===== src/rtl/mips_pkg.sv =====
// Shared MIPS front-end constants: datapath width, PC step and reset vector.
package mips_pkg;
   localparam int          ADDR_W   = 32;
   localparam int          INSTR_W  = 32;
   localparam int          PC_STEP  = 4;
   localparam logic [31:0] RESET_PC = 32'h0000_0000;
endpackage


===== src/rtl/i_fetch_if.sv =====
// Fetch-unit bus: instruction ROM port, redirect input and decode-side handshake.
interface i_fetch_if #(parameter int ADDR_W = mips_pkg::ADDR_W);
   logic [ADDR_W-1:0] imem_addr;
   logic [ADDR_W-1:0] imem_data;
   logic              redirect_valid;
   logic [ADDR_W-1:0] redirect_pc;
   logic              out_valid;
   logic              out_ready;
   logic [ADDR_W-1:0] out_instr;
   logic [ADDR_W-1:0] out_pc;

   modport master (
      output imem_addr, out_valid, out_instr, out_pc,
      input  imem_data, redirect_valid, redirect_pc, out_ready
   );

   modport slave (
      input  imem_addr, out_valid, out_instr, out_pc,
      output imem_data, redirect_valid, redirect_pc, out_ready
   );
endinterface


===== src/rtl/fetch_fifo.sv =====
// Prefetch FIFO: power-of-two depth, flush has priority, storage cleared on reset.
module fetch_fifo #(
   parameter  int DEPTH = 4,
   parameter  int WIDTH = 64,
   localparam int PTR_W = $clog2(DEPTH),
   localparam int CNT_W = PTR_W + 1
) (
   input  logic             clk,
   input  logic             rst_n,
   input  logic             push,
   input  logic             pop,
   input  logic             flush,
   input  logic [WIDTH-1:0] din,
   output logic [WIDTH-1:0] dout,
   output logic [CNT_W-1:0] count
);
   logic [WIDTH-1:0] mem_q [DEPTH];
   logic [WIDTH-1:0] mem_d [DEPTH];
   logic [PTR_W-1:0] wr_ptr_q, wr_ptr_d;
   logic [PTR_W-1:0] rd_ptr_q, rd_ptr_d;
   logic [CNT_W-1:0] count_q, count_d;

   always_comb begin
      // NOTE: every output gets a default first so no path leaves it unassigned (no latch).
      mem_d    = mem_q;
      wr_ptr_d = wr_ptr_q;
      rd_ptr_d = rd_ptr_q;
      count_d  = count_q;
      if (flush) begin
         wr_ptr_d = '0;
         rd_ptr_d = '0;
         count_d  = '0;
      end else begin
         if (push) begin
            mem_d[wr_ptr_q] = din;
            wr_ptr_d        = wr_ptr_q + 1'b1;
         end
         if (pop) rd_ptr_d = rd_ptr_q + 1'b1;
         if (push && !pop)      count_d = count_q + 1'b1;
         else if (pop && !push) count_d = count_q - 1'b1;
      end
   end

   // NOTE: state flops use non-blocking assignments; the combinational block above uses blocking.
   always_ff @(posedge clk or negedge rst_n) begin
      if (!rst_n) begin
         // NOTE: storage is reset so the head outputs are never X, even while empty.
         mem_q    <= '{default: '0};
         wr_ptr_q <= '0;
         rd_ptr_q <= '0;
         count_q  <= '0;
      end else begin
         mem_q    <= mem_d;
         wr_ptr_q <= wr_ptr_d;
         rd_ptr_q <= rd_ptr_d;
         count_q  <= count_d;
      end
   end

   assign dout  = mem_q[rd_ptr_q];
   assign count = count_q;
endmodule


===== src/rtl/i_fetch.sv =====
// Instruction fetch with prefetch FIFO and redirect flush.
// Optional I_FETCH_PERF_EN adds saturating perf_fetched / perf_stall counters.
module i_fetch
   import mips_pkg::*;
#(
   parameter int                ADDR_W   = mips_pkg::ADDR_W,
   parameter logic [ADDR_W-1:0] RESET_PC = ADDR_W'(mips_pkg::RESET_PC),
   parameter int                DEPTH    = 4
) (
   input  logic        clk,
   input  logic        rst_n,
`ifdef I_FETCH_PERF_EN
   output logic [31:0] perf_fetched,
   output logic [31:0] perf_stall,
`endif
   i_fetch_if.master   bus
);
   localparam int CNT_W = $clog2(DEPTH) + 1;

   logic [ADDR_W-1:0]   fetch_pc_q, fetch_pc_d;
   logic [CNT_W-1:0]    count;
   logic [2*ADDR_W-1:0] fifo_dout;
   logic                out_valid;
   logic                push;
   logic                pop;

   assign out_valid = (count != '0);
   assign pop       = out_valid && bus.out_ready;
   // A full buffer still accepts a fetch when the head leaves in the same cycle.
   assign push      = !bus.redirect_valid && ((count < CNT_W'(DEPTH)) || pop);

   always_comb begin
      fetch_pc_d = fetch_pc_q;
      if (bus.redirect_valid) fetch_pc_d = {bus.redirect_pc[ADDR_W-1:2], 2'b00};
      else if (push)          fetch_pc_d = fetch_pc_q + ADDR_W'(PC_STEP);
   end

   always_ff @(posedge clk or negedge rst_n) begin
      if (!rst_n) fetch_pc_q <= RESET_PC;
      else        fetch_pc_q <= fetch_pc_d;
   end

   fetch_fifo #(
      .DEPTH (DEPTH),
      .WIDTH (2*ADDR_W)
   ) u_fifo (
      .clk   (clk),
      .rst_n (rst_n),
      .push  (push),
      .pop   (pop),
      .flush (bus.redirect_valid),
      .din   ({fetch_pc_q, bus.imem_data}),
      .dout  (fifo_dout),
      .count (count)
   );

   assign bus.imem_addr = fetch_pc_q;
   assign bus.out_valid = out_valid;
   assign bus.out_pc    = fifo_dout[2*ADDR_W-1:ADDR_W];
   assign bus.out_instr = fifo_dout[ADDR_W-1:0];

`ifdef I_FETCH_PERF_EN
   logic [31:0] perf_fetched_q, perf_fetched_d;
   logic [31:0] perf_stall_q, perf_stall_d;
   logic        stall;

   assign stall = (count == CNT_W'(DEPTH)) && !pop && !bus.redirect_valid;

   always_comb begin
      perf_fetched_d = perf_fetched_q;
      perf_stall_d   = perf_stall_q;
      if (push  && (perf_fetched_q != 32'hFFFF_FFFF)) perf_fetched_d = perf_fetched_q + 32'd1;
      if (stall && (perf_stall_q   != 32'hFFFF_FFFF)) perf_stall_d   = perf_stall_q + 32'd1;
   end

   always_ff @(posedge clk or negedge rst_n) begin
      if (!rst_n) begin
         perf_fetched_q <= '0;
         perf_stall_q   <= '0;
      end else begin
         perf_fetched_q <= perf_fetched_d;
         perf_stall_q   <= perf_stall_d;
      end
   end

   assign perf_fetched = perf_fetched_q;
   assign perf_stall   = perf_stall_q;
`endif
endmodule


===== src/flat_wrapper.sv =====
// flat-port wrapper written by rule: the top's interface ports become plain ports
module i_fetch_flat import mips_pkg::*;
#(
   parameter int                ADDR_W   = mips_pkg::ADDR_W,
   parameter logic [ADDR_W-1:0] RESET_PC = ADDR_W'(mips_pkg::RESET_PC),
   parameter int                DEPTH    = 4
)
  (clk, rst_n, bus_imem_addr, bus_out_valid, bus_out_instr, bus_out_pc, bus_imem_data, bus_redirect_valid, bus_redirect_pc, bus_out_ready);
  i_fetch_if #(.ADDR_W(ADDR_W)) bus_i ();
  input  logic clk;
  input  logic rst_n;
  output wire logic [$bits(bus_i.imem_addr)-1:0] bus_imem_addr;
  output wire logic [$bits(bus_i.out_valid)-1:0] bus_out_valid;
  output wire logic [$bits(bus_i.out_instr)-1:0] bus_out_instr;
  output wire logic [$bits(bus_i.out_pc)-1:0] bus_out_pc;
  input wire logic [$bits(bus_i.imem_data)-1:0] bus_imem_data;
  input wire logic [$bits(bus_i.redirect_valid)-1:0] bus_redirect_valid;
  input wire logic [$bits(bus_i.redirect_pc)-1:0] bus_redirect_pc;
  input wire logic [$bits(bus_i.out_ready)-1:0] bus_out_ready;
  assign bus_imem_addr = bus_i.imem_addr;
  assign bus_out_valid = bus_i.out_valid;
  assign bus_out_instr = bus_i.out_instr;
  assign bus_out_pc = bus_i.out_pc;
  assign bus_i.imem_data = bus_imem_data;
  assign bus_i.redirect_valid = bus_redirect_valid;
  assign bus_i.redirect_pc = bus_redirect_pc;
  assign bus_i.out_ready = bus_out_ready;
  i_fetch #(.ADDR_W(ADDR_W), .RESET_PC(RESET_PC), .DEPTH(DEPTH)) u_core (.clk(clk), .rst_n(rst_n), .bus(bus_i));
endmodule

===== config.mk =====
export PLATFORM = sky130hd
export DESIGN_NAME = i_fetch_flat
export DESIGN_NICKNAME = d
export VERILOG_FILES = /design/src/rtl/mips_pkg.sv /design/src/rtl/i_fetch_if.sv /design/src/rtl/fetch_fifo.sv /design/src/rtl/i_fetch.sv /design/src/flat_wrapper.sv
export SDC_FILE = /design/constraint.sdc
export NUM_CORES = 1
export LEC_CHECK = 0
export CAP_MARGIN = 20
export CORE_UTILIZATION = 49
export DETAILED_ROUTE_END_ITERATION = 6
export PLACE_DENSITY = 0.72
export SYNTH_ARGS = -nofsm -noshare
export SYNTH_HDL_FRONTEND = slang
export SYNTH_SLANG_ARGS = --single-unit
export TNS_END_PERCENT = 100

===== constraint.sdc =====
create_clock -name clk -period 2.3 [get_ports clk]
set_clock_uncertainty 0.05 [all_clocks]
set_input_delay 0.23 -clock clk [delete_from_list [all_inputs] [get_ports clk]]
set_output_delay 0.23 -clock clk [all_outputs]
set_load 0.01 [all_outputs]

# ---- Word level (Yosys, flattened, before mapping)
# Index checks and enable logic that the tools add are counted.
# W data, S select, Z words.
dict set report totals {
  inputBits 68
  word_cells 49
  output_inout_bits 97
  regBits 295
}
dict set report op_classes {
  order_cmp 4
  n_reduce_logical 14
  bitwise_logic 3
  n_addsub 5
  n_mux 15
}
# op count
set ops {}
lappend ops {{$bwmux W256} 1}
lappend ops {{$mux W64} 3}
lappend ops {{$bmux W64 S2} 1}
lappend ops {{$demux W64 S2} 1}
lappend ops {{$mux W32} 2}
lappend ops {{$add A32 B3 Y32 const B} 1}
lappend ops {{$mux W3} 3}
lappend ops {{$mux W2} 4}
lappend ops {{$ge A3 B3 Y1 const B} 2}
lappend ops {{$not A2 Y3} 2}
lappend ops {{$reduce_bool A3 Y1} 2}
lappend ops {{$logic_and A1 B1 Y1} 5}
lappend ops {{$add A2 B1 Y2 const B} 2}
lappend ops {{$reduce_bool A2 Y1} 2}
lappend ops {{$add A3 B1 Y3 const B} 1}
lappend ops {{$logic_not A1 Y1} 3}
lappend ops {{$lt A3 B1 Y1 const B} 1}
lappend ops {{$lt A3 B3 Y1 const B} 1}
lappend ops {{$sub A3 B1 Y3 const B} 1}
lappend ops {{$reduce_and A2 Y1} 1}
lappend ops {{$logic_or A1 B1 Y1} 1}
lappend ops {{$not A1 Y1} 1}

# ---- Logic depth before layout (Yosys ltp)
# Gate-level depths: netlist of the first run.
dict set report depth {
  depth_word 9
  ltp_mapped 7
  depth_no_buf 7
}

# ---- Hierarchy
# A second synthesis of the first run with hierarchy kept.
dict set report unflattened {
  hier_cells 889
  area_unflattened_um2 14666.6
}
# mod instances cells_per_inst area_per_inst_um2
set by_module_without_submodules {}
lappend by_module_without_submodules {fetch_fifo 1 658 12705.9}
lappend by_module_without_submodules {i_fetch 1 231 1960.6}

# ---- Worst setup path before layout of the first run
# Ideal clock, no wire load.
dict set report synth_timing {
  path_type {flip-flop to output port}
  from {reg u_core.u_fifo.rd_ptr_q[0]}
  to {out bus_out_instr[13]}
  path_stages_with_launch 4
  arrival_time_ns 1.815
  path_buffers 2
  slack_ns 0.205
  path_cell_list {dfrtp_1 clkbuf_1 buf_1 mux4_2}
}
dict set report synth_via {
  elab_chain_cells 4
}
# item line
set synth_rtl {}
lappend synth_rtl {{start, declared} fetch_fifo.sv:20} ;# logic [PTR_W-1:0] rd_ptr_q, rd_ptr_d;
lappend synth_rtl {{start signal, assigned} fetch_fifo.sv:55} ;# rd_ptr_q <= rd_ptr_d;
lappend synth_rtl {{$not A2 Y3 (implied by the code)} fetch_fifo.sv:60} ;# assign dout = mem_q[rd_ptr_q];
lappend synth_rtl {{$bmux W64 S2} fetch_fifo.sv:60}
lappend synth_rtl {{$mux W64 (implied by the code) (2 in a row)} fetch_fifo.sv:60}
lappend synth_rtl {{end, declared} flat_wrapper.sv:14} ;# output wire logic [$bits(bus_i.out_instr)-1:0] bus_out_instr;
# No other way between the ends. The select of a mux whose other input is x is not followed.

# ---- Final worst setup path of the first run
dict set report layout_timing {
  from {reg u_core.u_fifo.rd_ptr_q[0]}
  to {out bus_out_instr[17]}
}
# The elaborated chain is that of the path after synthesis.

==> impl_metrics.csv, run 1 <==
group,metric,value,unit
status,status,"complete, but fails checks",
status,violations,"setup timing",
drt,num_vias,8115,
setup_path,start_kind,"flop",
global_route,grt_max_degree,68,
yosys,ys_seq_elements,285,
power,power.total,0.0220,W
yosys,synthMuxAreaShare,0.323,
global_route,grt_antenna_before_repair,2,
place,dp_hpwl,18400,um
yosys,synth.area.top_cells,"dfrtp_1 (55%), mux2_2 (21%), mux4_2 (11%), clkbuf_1 (1.2%), nand2_1 (0.92%)",
timing,fin_crit_sh,1.03,
clocking,htreeDepth,1,
place,placed_cells,1363,
die,ioPinCount,165,
yosys,ys_types,53,
setup_path,cp_max_fo,7,
timing,period_minus_slack,2.36,ns
place,io_buffers,158,
global_route,grt.total_usage,0.222,
global_route,gr-total-overflow,0,
global_route,grt_pass1_wl,46500,um
yosys,synth_largest_area_cell,"dfrtp_1",
setup_path,worstSetupEndpointType,"output pin",
timing,tightest_slew,0.868,ns
yosys,synth-edff-count,0,
layout,final_layout_size_suffix_gt1_frac,0.462,
layout,seq_area,7140,sq um
hold_path,hold_path_class,"input pin to async pin",
die,num_rows,59,
drt,wl_per_cell,20.2,um
clocking,clk_pin_slew_worst_paths,0.06,ns
power,power.density,1320,nW/um^2
timing,setup_tns,-0.941,ns
die,core_area,26100,sq um
power,leakagePower,7.01,nW
layout,fillCellCount,1997,
clocking,cts_tree,"yes",
drt,first_pass_iters,4,
clocking,clock_path_buffers,3,
clocking,clk-insertion-delay-late,0.55,ns
yosys,yosysTopAreaCellShare,0.548,
timing,rsz0062_at_grt,"true",
drt,wirelength,29000,um
setup_path,r2r-start,"u_core.bus.imem_addr[2]",
place,gp_congestion,0.770,
yosys,synth_xor_area_frac,0.00741,
layout,fin_cells,1436,
die,dieArea,27200,sq um
layout,syn2layout_area_growth,27.7,%
layout,num-nets-final,1151,
clocking,clkSinkCount,285,
drt,drtAntennaViolNets,0,
yosys,synth_async_sr_flop_share,1.00,
yosys,synth_compound_area_frac,0.0288,
die,die_h,165,um
yosys,syn_inst,882,
flow_run,cap_violations,0,
setup_path,cp.arrival,2.08,ns
layout,final_util,0.637,
yosys,synth_simple_gate_area_frac,0.0533,
yosys,synth_top_family_by_area,"multiplexers",
die,start_util,0.499,
timing,slew_viol_final,0,
drt,drc,0,
drt,drt-initial-drc-count,328,
layout,multi_input_area,5490,sq um
global_route,grt_pass1_vias,8439,
clocking,cts_buffers,31,
setup_path,crit_type,"flop to output pin",
timing,setup_ws,-0.0622,ns
setup_path,startpoint,"u_core.u_fifo.rd_ptr_q[0]",
power,ir_drop,845,uV
drt,via_per_inst,5.65,
yosys,syn_avg_cell_area,14.7,sq um
timing,clock.fmax,423,MHz
timing,hold_ws,0.168,ns
yosys,synthFlopType,"dfrtp_1",
yosys,ys_warn_count,0,
yosys,synth_area,13000,sq um
clocking,clockRootBuffer,"clkbuf_16",
die,die_w,165,um
yosys,yosysSeqAreaShare,0.548,
yosys,synthAdderAreaFrac,0.00635,
setup_path,crit_required,2.02,ns
timing,hold_viol,0,
timing,max_slew_margin,0.421,
timing,setup_viol,27,
## power by group
group	internal, W	total (W)	switching [W]
Combinational	0.00523	0.00841	0.00318
Sequential	0.00729	0.00839	0.00110
Clock	0.00322	0.00515	0.00193
Total	0.0157	0.0219	0.00622
## state kept, by name, indices dropped and copies added, names as in the netlist
signal	cells
u_core.u_fifo.rd_ptr_q	2
u_core.u_fifo.mem_q	248
u_core.u_fifo.count	3
u_core.u_fifo.wr_ptr_q	2
u_core.bus.imem_addr	30
## critical path, cell delays in order (launching register included)
cell and delay (ns):
dfrtp_4 0.42, buf_12 0.16, bufbuf_16 0.28, mux4_2 0.49, buf_2 0.17
## placed cells by master (no fill, tap or decap), types with 14 or more instances in the layout
cell type        instances
dfrtp_1                283
mux2_2                 248
clkdlybuf4s50_1         94
mux4_2                  62
buf_4                   43
buf_2                   32
buf_6                   32
clkbuf_16               31
nand2_1                 28
nor2_1                  24
buf_12                  20
o21ai_0                 18
nand3_1                 14
## cells in the mapped netlist (all sizes together), types with 5 or more instances
cell type    n
mux2       248
nand2       32
a21oi        5
buf         20
nand4       14
clkbuf      53
xnor2        5
or4          8
o21ai       18
dfrtp      285
mux4        62
o31ai        8
a31oi       13
ha           5
nand3       15
or3         11
nor2        24
xor2         6
inv          9
## stage by stage
stage | instance area (sq um) | worst slack, ns
CTS | 16500 | -0.0717
global route | 16600 | -0.128
global placement | 15300 | -0.0371
detailed placement | 15300 | -0.0672
finish | 16600 | -0.0622
floorplan | 13000 | 0.205
## worst paths after layout
kind | endpoint | cells after the start | slack (ns)
max in group asynchronous | u_core.u_fifo.mem_q[190] | 3 | 1.22
hold / removal | u_core.u_fifo.mem_q[212] | 2 | 0.17
min in group clk | u_core.bus.imem_addr[8] | 3 | 0.20
hold reg to reg | u_core.u_fifo.mem_q[86] | 1 | 0.45
setup reg to reg | u_core.bus.imem_addr[28] | 6 | 0.15
setup / recovery | bus_out_instr[17] | 4 | -0.06
## logic make-up after synthesis
logic type                 count (synthesis)
AOI/OAI and AO/OA                         58
xor gates and xnor gates                  11
adders and majority gates                  6
buffers and inverters                     82
DFF                                      285
muxes                                    311
other                                      1
and+or+nand+nor                          128
## cell type report
type,instances,area share
Clock inverter,12,0.0115
Antenna cell,1,0.000151
Inverter,9,0.00203
Timing Repair Buffer,232,0.147
Tap cell,335,0.0252
Clock buffer,44,0.0533
Multi-Input combinational cell,518,0.331
Sequential cell,285,0.430
## metal layers
| layer | share of wire | vias up | GRT usage |
|---|---|---|---|
| met5 | 0.00034 | - | 0 |
| met2 | 0.48 | 162 | 0.372 |
| met4 | 0.018 | 2 | 0.0492 |
| met3 | 0.055 | 36 | 0.0492 |
| met1 | 0.44 | 4242 | 0.296 |
| li1 | - | 3673 | - |
## repair_timing
action,in CTS,in global routing
cloned,7,0
hold endpoints to repair,75,0
setup buffers,8,0
setup endpoints to repair,62,45
gates resized for setup,269,23
hold buffers,2,0
Power figures use the tool's default switching activity.
==> run 2: changes to the inputs <==
- CAP_MARGIN: 20 -> 10
==> results of run 2 <==
Final layout, timing and power as in run 1 (identical DEF).
==> run 3: changes to the inputs <==
- GPL_TIMING_DRIVEN: unset -> 0
==> impl_metrics.csv, run 3 (synthesis gave the netlist of run 1 again) <==
group,metric,value,unit
setup_path,cp_max_fo,8,
layout,syn2layout_area_growth,24.5,%
layout,final_util,0.621,
setup_path,rrSetupSlack,0.13,ns
timing,tightest_slew,0.646,ns
clocking,cts_buffers,31,
place,dp_slack,-0.776,ns
drt,first_pass_iters,4,
layout,final_layout_size_suffix_gt1_frac,0.457,
die,ioPinCount,165,
setup_path,worstSetupEndpointType,"output pin",
drt,drc,0,
die,start_util,0.499,
timing,rsz0062_at_grt,"true",
global_route,grt.total_usage,0.226,
hold_path,hold_path_class,"input pin to async pin",
setup_path,r2r-start,"u_core.u_fifo.count[2]",
drt,route.met2.wl,14400,um
timing,period_minus_slack,2.28,ns
die,dieArea,27200,sq um
die,core_area,26100,sq um
layout,seq_area,7140,sq um
setup_path,cp.arrival,2.00,ns
timing,setup_ws,0.0155,ns
clocking,clock_path_buffers,3,
power,ir_drop,715,uV
timing,max_slew_margin,0.569,
place,dp_hpwl,19600,um
layout,final_common_cell,"dfrtp_1",
layout,antennaDiodeCount,0,
clocking,htreeDepth,1,
die,num_rows,59,
layout,num-nets-final,1165,
clocking,clk_pin_slew_worst_paths,0.06,ns
clocking,clk-insertion-delay-late,0.55,ns
setup_path,reg2reg_depth,6,
layout,largest_reg_flops,248,
drt,met3_length,1490,um
global_route,grt_pass1_wl,47400,um
layout,fillCellCount,2016,
drt,dr.max_layer_used,"met4",
drt,via_per_inst,5.73,
drt,wirelength_met1,13100,um
setup_path,startpoint,"u_core.u_fifo.rd_ptr_q[0]",
drt,wirelength,29600,um
clocking,cts_tree,"yes",
global_route,grt_pass1_vias,8591,
drt,num_vias,8298,
drt,drtAntennaViolNets,0,
place,gp_congestion,0.786,
setup_path,crit_end,"bus_out_pc[30]",
timing,slew_viol_final,0,
global_route,gr-total-overflow,0,
drt,wl_per_cell,20.5,um
place,io_buffers,158,
setup_path,start_kind,"flop",
timing,setup_tns,0,ns
setup_path,crit_type,"flop to output pin",
clocking,clkSinkCount,285,
drt,drt-initial-drc-count,405,
status,status,"finished clean",
power,power.density,1300,nW/um^2
die,die_h,165,um
layout,multi_input_area,5490,sq um
timing,clock.fmax,438,MHz
timing,fin_crit_sh,0.993,
setup_path,timing.rr.end,"u_core.u_fifo.mem_q[112]",
setup_path,crit_required,2.02,ns
timing,hold_ws,0.201,ns
global_route,grt_antenna_before_repair,0,
global_route,grt_max_degree,114,
timing,hold_viol,0,
clocking,clockRootBuffer,"clkbuf_16",
power,leakagePower,6.82,nW
die,die_w,165,um
layout,final_cell_mix,"dfrtp_1 (279), mux2_2 (248), clkdlybuf4s50_1 (95), mux4_2 (62), buf_2 (48)",
flow_run,cap_violations,0,
timing,setup_viol,0,
layout,top_register,"u_core.u_fifo.mem_q",
-- run 3: power breakdown --
| part | internal, W | leakage, nW | switching, W | total (W) |
|---|---|---|---|---|
| sequential | 0.00729 | 3.39 | 0.00115 | 0.00844 |
| combinational | 0.00457 | 2.92 | 0.00300 | 0.00756 |
| clock | 0.00301 | 0.511 | 0.00196 | 0.00497 |
-- run 3: how the worst min path moves through the flow --
stage / slack [ns] / startpoint / endpoint / cells past startpoint
2_1_floorplan: -0.12 / rst_n / u_core.bus.imem_addr[10] / 0
3_3_place_gp: 0.43 / u_core.u_fifo.mem_q[90] / u_core.u_fifo.mem_q[90] / 1
3_5_place_dp: 0.20 / rst_n / u_core.u_fifo.mem_q[212] / 1
4_1_cts: 0.19 / bus_redirect_pc[7] / u_core.bus.imem_addr[7] / 3
5_1_grt: 0.23 / bus_redirect_pc[12] / u_core.bus.imem_addr[12] / 3
6_report: 0.20 / rst_n / u_core.u_fifo.mem_q[212] / 2
-- run 3: metal layers --
metal | vias to the layer above | global-route usage
met3 | 43 | 0.0321
met5 | - | 0
met4 | 0 | 0.0546
li1 | 3699 | -
met2 | 211 | 0.373
met1 | 4345 | 0.317
-- run 3: timing repair --
item,in CTS,in global routing
pin swaps,0,1
endpoints found under the setup margin,304,29
hold buffers,1,0
gates cloned,1,0
setup buffers,7,7
resized for setup,298,35
endpoints found under the hold margin,78,0
-- run 3: through the flow --
stage | cell area, sq um | power, W | instances
final | 16200 | 0.0210 | 1448
after global routing | 16200 | 0.0222 | 1448
after CTS | 16100 | 0.0211 | 1442
after detailed placement | 15100 | 0.0165 | 1380
after global placement | 15000 | 0.0162 | 1378
after floorplan | 13000 | 0.0132 | 885
-- run 3: final cells by class --
cell class	instances	area share
Buffer	70	0.0330
Clock buffer	48	0.0581
Clock inverter	7	0.00572
Inverter	9	0.00209
Multi-Input combinational cell	518	0.339
Sequential cell	285	0.441
Tap cell	335	0.0259
Timing Repair Buffer	176	0.0951
-- run 3: critical path, stage by stage (launching register included) --
cell     delay, ns
dfrtp_2       0.39
buf_12        0.16
buf_12        0.14
buf_6         0.12
mux4_2        0.50
buf_6         0.15
